## config.mk

```make
export PLATFORM = sky130hd
export DESIGN_NAME = four_bit_divider_ctrl
export DESIGN_NICKNAME = d
export VERILOG_FILES = /design/src/rtl/four_bit_divider_ctrl_pkg.sv /design/src/rtl/four_bit_divider_ctrl_subtractor.sv /design/src/rtl/four_bit_divider_ctrl.sv
export SDC_FILE = /design/constraint.sdc
export NUM_CORES = 1
export LEC_CHECK = 0
export CAP_MARGIN = 20
export CORE_MARGIN = 1.5
export CORE_UTILIZATION = 35
export CTS_BUF_LIST = sky130_fd_sc_hd__clkbuf_8
export DETAILED_ROUTE_END_ITERATION = 10
export GPL_TIMING_DRIVEN = 0
export RECOVER_POWER = 25
export SKIP_CTS_REPAIR_TIMING = 1
export SLEW_MARGIN = 20
export SYNTH_ARGS = -nofsm -noshare
export SYNTH_HDL_FRONTEND = slang
export SYNTH_HIERARCHICAL = 1
export SYNTH_SLANG_ARGS = --single-unit
```

## constraint.sdc

```tcl
create_clock -name clk -period 8.12 [get_ports clk]
set_clock_uncertainty 0.2 [all_clocks]
set_input_delay 0.812 -clock clk [delete_from_list [all_inputs] [get_ports clk]]
set_output_delay 0.812 -clock clk [all_outputs]
set_load 0.02 [all_outputs]
```

## src/rtl/four_bit_divider_ctrl_pkg.sv

```systemverilog
// Shared definitions for the four_bit_divider_ctrl slice.
//   state_t   : FSM state encodings (IDLE / RUN / DONE)
//   ITER_LAST : iteration count minus one, loaded into the counter on accept
//   DIV0_Q    : quotient reported for a divide-by-zero request
package four_bit_divider_ctrl_pkg;

    typedef enum logic [1:0] {
        ST_IDLE = 2'd0,
        ST_RUN  = 2'd1,
        ST_DONE = 2'd2
    } state_t;

    localparam logic [1:0] ITER_LAST = 2'd3;
    localparam logic [3:0] DIV0_Q    = 4'hF;

endpackage

```

## src/rtl/four_bit_divider_ctrl_subtractor.sv

```systemverilog
// four_bit_subtractor: combinational 4-bit subtractor with borrow.
//   a, b : operands (unsigned)
//   c    : borrow in
//   diff : (a - b - c) mod 16
//   bo   : borrow out, high when a < b + c
module four_bit_subtractor (
    input  logic [3:0] a,
    input  logic [3:0] b,
    input  logic       c,
    output logic [3:0] diff,
    output logic       bo
);

    logic [4:0] full;

    always_comb begin
        full = {1'b0, a} - {1'b0, b} - {4'b0000, c};
        diff = full[3:0];
        bo   = full[4];
    end

endmodule

```

## src/rtl/four_bit_divider_ctrl.sv

```systemverilog
// four_bit_divider_ctrl: sequential restoring divider for 4-bit unsigned
// operands, one iteration per clock over four cycles using a single
// four_bit_subtractor.
//   clk, rst_n : clock, synchronous active-low reset
//   start      : request, only looked at in IDLE
//   a, b       : dividend / divisor, captured on the accepting edge
//   q, r       : registered quotient / remainder
//   busy       : high whenever the FSM is not IDLE
//   done       : one-cycle completion pulse (DONE state)
//   err        : divide-by-zero flag of the last operation
module four_bit_divider_ctrl
    import four_bit_divider_ctrl_pkg::*;
#(
    // Only 4 is supported: the datapath is the fixed-width subtractor.
    parameter int unsigned WIDTH = 4
) (
    input  logic             clk,
    input  logic             rst_n,
    input  logic             start,
    input  logic [WIDTH-1:0] a,
    input  logic [WIDTH-1:0] b,
    output logic [WIDTH-1:0] q,
    output logic [WIDTH-1:0] r,
    output logic             busy,
    output logic             done,
    output logic             err
);

    state_t           state_q, state_d;
    logic [WIDTH-1:0] rem_q, rem_d;      // partial remainder R
    logic [WIDTH-1:0] quo_q, quo_d;      // dividend/quotient shift register Q
    logic [WIDTH-1:0] div_q, div_d;      // captured divisor D
    logic [1:0]       cnt_q, cnt_d;
    logic [WIDTH-1:0] q_out_q, q_out_d;
    logic [WIDTH-1:0] r_out_q, r_out_d;
    logic             err_q, err_d;
    logic             busy_q, busy_d;
    logic             done_q, done_d;

    logic [WIDTH:0]   t;
    logic [WIDTH-1:0] sub_diff;
    logic             sub_bo;
    logic             ge;
    logic [WIDTH-1:0] new_r;
    logic [WIDTH-1:0] new_q;

    four_bit_subtractor u_sub (
        .a    (t[WIDTH-1:0]),
        .b    (div_q),
        .c    (1'b0),
        .diff (sub_diff),
        .bo   (sub_bo)
    );

    // When t[4] is set the true difference 16+t[3:0]-D is below 16,
    // so the wrapped 4-bit diff is already the exact new remainder.
    always_comb begin
        t     = {rem_q, quo_q[WIDTH-1]};
        ge    = t[WIDTH] | ~sub_bo;
        new_r = ge ? sub_diff : t[WIDTH-1:0];
        new_q = {quo_q[WIDTH-2:0], ge};
    end

    always_comb begin
        state_d = state_q;
        rem_d   = rem_q;
        quo_d   = quo_q;
        div_d   = div_q;
        cnt_d   = cnt_q;
        q_out_d = q_out_q;
        r_out_d = r_out_q;
        err_d   = err_q;

        case (state_q)
            ST_IDLE: begin
                if (start) begin
                    if (b != '0) begin
                        rem_d   = '0;
                        quo_d   = a;
                        div_d   = b;
                        cnt_d   = ITER_LAST;
                        err_d   = 1'b0;
                        state_d = ST_RUN;
                    end else begin
                        q_out_d = DIV0_Q;
                        r_out_d = a;
                        err_d   = 1'b1;
                        state_d = ST_DONE;
                    end
                end
            end
            ST_RUN: begin
                rem_d = new_r;
                quo_d = new_q;
                if (cnt_q == 2'd0) begin
                    q_out_d = new_q;
                    r_out_d = new_r;
                    state_d = ST_DONE;
                end else begin
                    cnt_d = cnt_q - 2'd1;
                end
            end
            ST_DONE: state_d = ST_IDLE;
            default: state_d = ST_IDLE;
        endcase

        // Status flags are registered copies of the next-state decode.
        busy_d = (state_d != ST_IDLE);
        done_d = (state_d == ST_DONE);
    end

    always_ff @(posedge clk) begin
        if (!rst_n) begin
            state_q <= ST_IDLE;
            rem_q   <= '0;
            quo_q   <= '0;
            div_q   <= '0;
            cnt_q   <= '0;
            q_out_q <= '0;
            r_out_q <= '0;
            err_q   <= 1'b0;
            busy_q  <= 1'b0;
            done_q  <= 1'b0;
        end else begin
            state_q <= state_d;
            rem_q   <= rem_d;
            quo_q   <= quo_d;
            div_q   <= div_d;
            cnt_q   <= cnt_d;
            q_out_q <= q_out_d;
            r_out_q <= r_out_d;
            err_q   <= err_d;
            busy_q  <= busy_d;
            done_q  <= done_d;
        end
    end

    assign q    = q_out_q;
    assign r    = r_out_q;
    assign err  = err_q;
    assign busy = busy_q;
    assign done = done_q;

endmodule

```

# After elaboration in Yosys (flattened, before gate mapping)
# Cells that the tools add are included.
# word_totals
out_inout_bits	11
reg_bits	27
elab_cells	55
# classes
mux	24
n_reduce_logical	10
add_sub_neg	2
bitwise	2
eq_ne	7
# ops
op	count
2-to-1 mux 4 bit	11
one-hot mux 4 bit (2 select lines)	4
2-to-1 mux 2 bit	6
!= test 2 bit, second input constant	5
one-hot mux 2 bit (2 select lines)	2
AND reduction 4 bit	2
AND reduction 3 bit	2
subtractor 4 x 4 -> 5 bit	1
zero test 2 bit	2
nonzero test 2 bit	2
nonzero test 4 bit	1
equality test 2 x 1 -> 1 bit, second input constant	1
equality test 2 bit, second input constant	1
AND reduction 2 bit	1
subtractor 2 x 1 -> 2 bit, second input constant	1
2-to-1 mux 1 bit	1
NOT 1 bit	1
bitwise OR 1 bit	1

# Depth between registers and ports, before layout
# Gate-level depths: netlist of run 1.
# logic_depth
depth_word	6
depth_mapped	11

# Cells and area by module
# Netlist of run 1, hierarchy kept.
# by_module_without_submodules
mod	instances	cells_per_inst	area_each_um2
four_bit_divider_ctrl	1	124	1159.9
four_bit_subtractor	1	24	207.7

# Worst setup path after synthesis of run 1
# No wires, ideal clock.
# synth_path
path_type	reg2reg
start	register div_q[0]
end	register r_out_q[3] (netlist: r[3])
n_path_buf	1
arrival_time_ps	2220
path_slack_ps	5578
stages_incl_launch_ff	12
period_less_slack_ps	2542
cell_sequence	dfxtp_1 > inv_1 > fa_1 > fa_1 > nand2b_1 > a21oi_2 > xor2_1 > nand2b_1 > buf_2 > mux2_2 > nand2_1 > a31oi_1
# synth_between
elab_chain_cells	6
# synth_rtl
element	line_no	source
start: declaration	four_bit_divider_ctrl.sv:32	logic [WIDTH-1:0] div_q, div_d;
start signal: assignment	four_bit_divider_ctrl.sv:128	div_q <= div_d;
subtractor 4 x 4 -> 5 bit	four_bit_divider_ctrl_subtractor.sv:17	full = {1'b0, a} - {1'b0, b} - {4'b0000, c};
via sub_bo	four_bit_divider_ctrl.sv:42	logic sub_bo;
NOT 1 bit	four_bit_divider_ctrl.sv:59	ge = t[WIDTH] | ~sub_bo;
bitwise OR 1 bit	four_bit_divider_ctrl.sv:59	
2-to-1 mux 4 bit	four_bit_divider_ctrl.sv:60	new_r = ge ? sub_diff : t[WIDTH-1:0];
2-to-1 mux 4 bit	four_bit_divider_ctrl.sv:95	if (cnt_q == 2'd0) begin
one-hot mux 4 bit (2 select lines)	four_bit_divider_ctrl.sv:74	case (state_q)
end signal: assignment	four_bit_divider_ctrl.sv:131	r_out_q <= r_out_d;
end: declaration	four_bit_divider_ctrl.sv:35	logic [WIDTH-1:0] r_out_q, r_out_d;
# The timed path passes the listed nets, and every way through them passes these cells. The select of a mux whose other input is x is not followed.
# A chain may end at the register's enable or synchronous reset.

# Worst setup path in the final report of run 1
# layout_path
start	input port start
end	register q_out_q[2] (netlist: q[2])
# layout_between
elab_chain_cells	2
# layout_rtl
element	line_no	source
start: declaration	four_bit_divider_ctrl.sv:19	input logic start,
!= test 2 bit (no line)	-	
AND reduction 4 bit (no line)	-	
end signal: assignment	four_bit_divider_ctrl.sv:130	q_out_q <= q_out_d;
end: declaration	four_bit_divider_ctrl.sv:34	logic [WIDTH-1:0] q_out_q, q_out_d;
# No other way between the ends.

==> impl_metrics.toml, run 1 <==
[timing]
hold_viol = 0
max_freq_mhz = 352
slew_violations = 0
min_period_over_period_pct = 35.0
rsz0062_at_grt = "false"
fin_ws_ns = 5.28
fin_tns_setup_ns = 0
min_period_ns = 2.84
worstMarginPinSlew_ns = 0.960
whs_ns = 0.281
relSlewSlack_pct = 35.9
finalSetupViolCount = 0

[cts]
cts_tree = "done"
numCtsBuffers = 3
cts.sinks = 27
htree_levels = 1
cts-root-buf = "clkbuf_8"
clk_pin_slew_ns = 0.09
clock_tree.buffer_depth = 2
clkLatencyLatePin_ns = 0.27

[place]
numPortBuffers = 21
dpl_worst_slack_ns = 5.36
place.gp.congestion = 0.821
dp.final_hpwl_microns = 2080

[setup_path]
cp-startpoint = "start"
r2r-end = "r[2]"
r2r_cells = 10
cp.arrival_ns = 2.84
worstSetupPathType = "in2reg"
start_kind = "input port"
regToRegSetupSlack_ns = 5.37
r2r_start = "quo_q[3]"
critPathMaxFanout = 10
end_kind = "flop"
required_ns = 8.12

[layout]
nFillCells = 393
n_antenna_cell = 0
syn_to_final_growth_pct = 22.3
fin_nets = 195
final_util_pct = 45.0
drive_above_1_share_pct = 9.83

[yosys]
ys.flop_type = "dfxtp_1"
synth_top_cells_by_area = "dfxtp_1 40%, ha_1 7.3%, nor2_1 4.7%"
async_flop_share_pct = 0
ys_types = 42
synth_commonest_cells = "27 x dfxtp_1, 17 x nor2_1, 14 x nand2_1"
synth_edf_count = 0
synth_cells = 148
synth_top_area_share_pct = 39.5
synth-seq-area-share_pct = 39.5
ys_ff_latch = 27
synth_area_sq_um = 1370
yosysMostFrequentCell = "dfxtp_1"
syn-num-nets = 169
yosysWarnings = 6
yosys.area.top_type = "dfxtp_1"
post_synth.cell_area_avg_sq_um = 9.24

[floorplanning]
ios = 22
fp.dieW_microns = 65.5
rows = 22
start_util_pct = 36.8
coreArea_sq_um = 3720
die-height_microns = 65.5
fp.dieArea_sq_um = 4290

[power]
power_density_nw_per_um2 = 201
peakVddDrop_uv = 81.9
p_leak_nw = 0.694

[global_routing]
grt_antenna_before_repair = 0
track_usage_pct = 14.0
grt_max_degree = 16
grt_pass1_vias = 1065
grt_pass1_wl_microns = 4700
grt_overflow = 0

[routing]
ant_nets = 0
wl_microns = 2690
drt-initial-drc-count = 52
wl_per_cell_microns = 12.2
num_vias = 1093
firstDrtPassIters = 4
route.detailed.drc = 0
viasPerCell = 4.95

[run_status]
status = "finished, final reports clean"

[min_path]
hp-class = "reg2reg"
min_from = "rem_q[3]"
hold-path-cell-count = 2
worstHoldEndpoint = "rem_q[3]"

[flow_run]
max_cap_viol_count = 0
-- worst max-delay path by stage --
stage / end / cells past startpoint
5_1_grt: q[3] / 6
3_3_place_gp: r[1] / 11
3_5_place_dp: r[2] / 10
4_1_cts: r[1] / 10
2_1_floorplan: r[3] / 11
6_report: q[2] / 6
-- cells by family after synthesis --
| logic type | Yosys count | share of synthesized area, % |
|---|---|---|
| AO/OA/AOI/OAI | 32 | 18.0 |
| AND/OR/NAND/NOR | 49 | 18.9 |
| buffers and inverters | 20 | 6.68 |
| flip-flops | 27 | 39.5 |
| other | 1 | 0.274 |
| adder cells (fa/ha/maj) | 10 | 10.2 |
| XOR/XNOR | 4 | 2.56 |
| multiplexers | 5 | 3.75 |
-- registers in the layout, indices dropped and copies added (netlist names) --
register and cells:
done 1, q 4, state_q 2, quo_q 4
cnt_q 2, rem_q 4, busy 1, div_q 4
err 1, r 4
-- worst max-delay path, cell delays in order --
cell and delay, ns:
clkdlybuf4s50_1 0.47, nor3b_1 0.78, a22o_2 0.38, buf_6 0.17, nor2_2 0.05, a211oi_2 0.17
-- report_power, final --
group	internal, mW	switching (mW)	total, mW
clock	0.0344	0.0417	0.0761
combinational	0.0500	0.0570	0.107
sequential	0.145	0.00851	0.154
-- metal layers --
metal,GRT usage (%),share of wire [%],up-vias,wire [microns]
met4,5.47,2.0,0,55
li1,-,-,559,-
met5,0,0,-,0
met3,2.05,3.1,5,83
met1,19.1,49,507,1320
met2,22.2,46,22,1230
-- cells in the final DEF, fill, tap and decap left out, types with 3 or more instances in the layout --
cell type        netlist  final
o21ai_0                4      4
dlygate4sd3_1          0      7
xor2_1                 4      4
inv_1                 12     12
nand2b_1               5      5
a311oi_1               3      3
a22oi_1                4      4
o32ai_1                3      3
ha_1                   8      8
a211oi_1               4      4
nand2_1               14     14
clkdlybuf4s50_1        0     14
mux2i_1                4      4
buf_2                  3      3
dfxtp_1               27     27
nor2_1                17     17
clkbuf_8               0      3
nor3_1                 3      3
-- per-stage QoR --
step	std cells	total power, mW	instance area [sq um]
finish	221	0.337	1670
global placement	217	0.265	1640
CTS	221	0.342	1680
detailed placement	217	0.267	1640
floorplan	148	0.234	1370
global route	221	0.358	1670
-- final cells by class --
cell class	count	area (sq um)	area share, %
clock buffer	3	41.3	2.47
sequential	27	541	32.3
multi-input combinational	101	724	43.3
buffer	7	42.5	2.54
clock inverter	1	5.00	0.299
tap	48	60.1	3.59
inverter	13	48.8	2.92
timing repair buffer	21	210	12.6
(Power assumes the default switching activity.)
==> run 2: changes to the inputs <==
==> constraint.sdc (replaced) <==
create_clock -name clk -period 2.67 [get_ports clk]
set_clock_uncertainty 0.2 [all_clocks]
set_input_delay 0.267 -clock clk [delete_from_list [all_inputs] [get_ports clk]]
set_output_delay 0.267 -clock clk [all_outputs]
set_load 0.02 [all_outputs]
==> impl_metrics.toml, run 2 (synthesis results as in run 1) <==
[run_status]
status = "finished, final reports clean"

[global_routing]
grt_pass1_wl_microns = 4700
grt_pass1_vias = 1065
grt_antenna_before_repair = 0
track_usage_pct = 14.0
grt_max_degree = 16
grt_overflow = 0

[routing]
route.detailed.drc = 0
num_vias = 1100
drt-initial-drc-count = 53
wl_per_cell_microns = 12.1
firstDrtPassIters = 4
ant_nets = 0
wl_microns = 2700
viasPerCell = 4.93

[floorplanning]
fp.dieArea_sq_um = 4290
coreArea_sq_um = 3720
die-height_microns = 65.5
rows = 22
start_util_pct = 36.8
fp.dieW_microns = 65.5
ios = 22

[place]
numPortBuffers = 21
dp.final_hpwl_microns = 2080
dp.cells = 217
place.gp.congestion = 0.821

[cts]
cts_tree = "done"
clock_tree.buffer_depth = 2
htree_levels = 1
clk_pin_slew_ns = 0.09
cts.sinks = 27
cts-root-buf = "clkbuf_8"
clkLatencyLatePin_ns = 0.27
numCtsBuffers = 3

[timing]
relSlewSlack_pct = 34.8
rsz0062_at_grt = "true"
min_period_over_period_pct = 97.2
min_period_ns = 2.59
hold_viol = 0
worstMarginPinSlew_ns = 0.976
max_freq_mhz = 385
slew_violations = 0
finalSetupViolCount = 0

[layout]
layout_commonest_cell = "dfxtp_1"
final_util_pct = 46.3
fin_nets = 197
drive_above_1_share_pct = 15.4
syn_to_final_growth_pct = 25.9
final_cell_mix = "25 x dfxtp_1, 16 x nor2_1, 14 x nand2_1, 14 x clkdlybuf4s50_1, 12 x inv_1"
n_antenna_cell = 0
layout.cells.non_filler = 223

[power]
power_density_nw_per_um2 = 619
peakVddDrop_uv = 253
p_leak_nw = 0.701

[setup_path]
cp.arrival_ns = 2.62
worstSetupPathType = "reg2reg"
required_ns = 2.69
start_kind = "flop"
end_kind = "flop"
critPathMaxFanout = 5

[flow_run]
max_cap_viol_count = 0

[min_path]
hp-class = "reg2reg"
run 2: cell count changes in the layout (fill, tap and decap cells not counted), moves of 2 or more:
cell     change
buf_4        +2
dfxtp_1      -2
fa_1         -2
fa_2         +2
mux2i_1      -2
mux2i_2      +2
run 2: metrics by stage:
step	hold WS (ns)	power, mW	TNS, ns	area, sq um	worst slack [ns]
4_1_cts	0.279	1.04	-0.455	1680	-0.121
2_1_floorplan	0.196	0.712	0	1370	0.128
5_1_grt	0.307	1.13	-0.0545	1720	-0.0361
6_report	0.281	1.07	0	1720	0.0756
3_5_place_dp	0.263	0.811	-0.335	1640	-0.0940
3_3_place_gp	0.257	0.807	-0.232	1640	-0.0849
run 2: worst max-delay path, cell delays in order (launching register included):
cell and delay (ns):
dfxtp_4 0.37, fa_2 0.41, fa_2 0.38, nand2b_4 0.15, a21oi_2 0.12, xor2_1 0.16, nand2b_1 0.08, buf_6 0.13
mux2i_2 0.16, o211ai_1 0.22, o211a_1 0.16
run 2: routing by layer:
| layer | up-vias | GRT usage [%] | wire length [microns] |
|---|---|---|---|
| li1 | 563 | - | - |
| met1 | 503 | 19.1 | 1300 |
| met2 | 29 | 22.2 | 1250 |
| met3 | 5 | 2.05 | 91 |
| met4 | 0 | 5.47 | 53 |
| met5 | - | 0 | 0 |
run 2: worst paths after layout:
check,start,end,slack [ns],cells after the start
setup / recovery,quo_q[3],r[1],0.08,10
hold / removal,rem_q[3],rem_q[3],0.28,2
setup reg to reg,quo_q[3],r[1],0.08,10
hold reg to reg,rem_q[3],rem_q[3],0.28,2
run 2: area by class of cell:
| class | instances | area (sq um) |
|---|---|---|
| buffer | 7 | 48.8 |
| clock buffer | 3 | 41.3 |
| clock inverter | 1 | 5.00 |
| fill | 382 | 1990 |
| inverter | 13 | 48.8 |
| multi-input combinational | 101 | 747 |
| sequential | 27 | 546 |
| tap | 48 | 60.1 |
| timing repair buffer | 23 | 225 |
run 2: power breakdown:
part	internal [mW]	switching, mW
Sequential	0.443	0.0268
Clock	0.104	0.123
Combinational	0.184	0.185
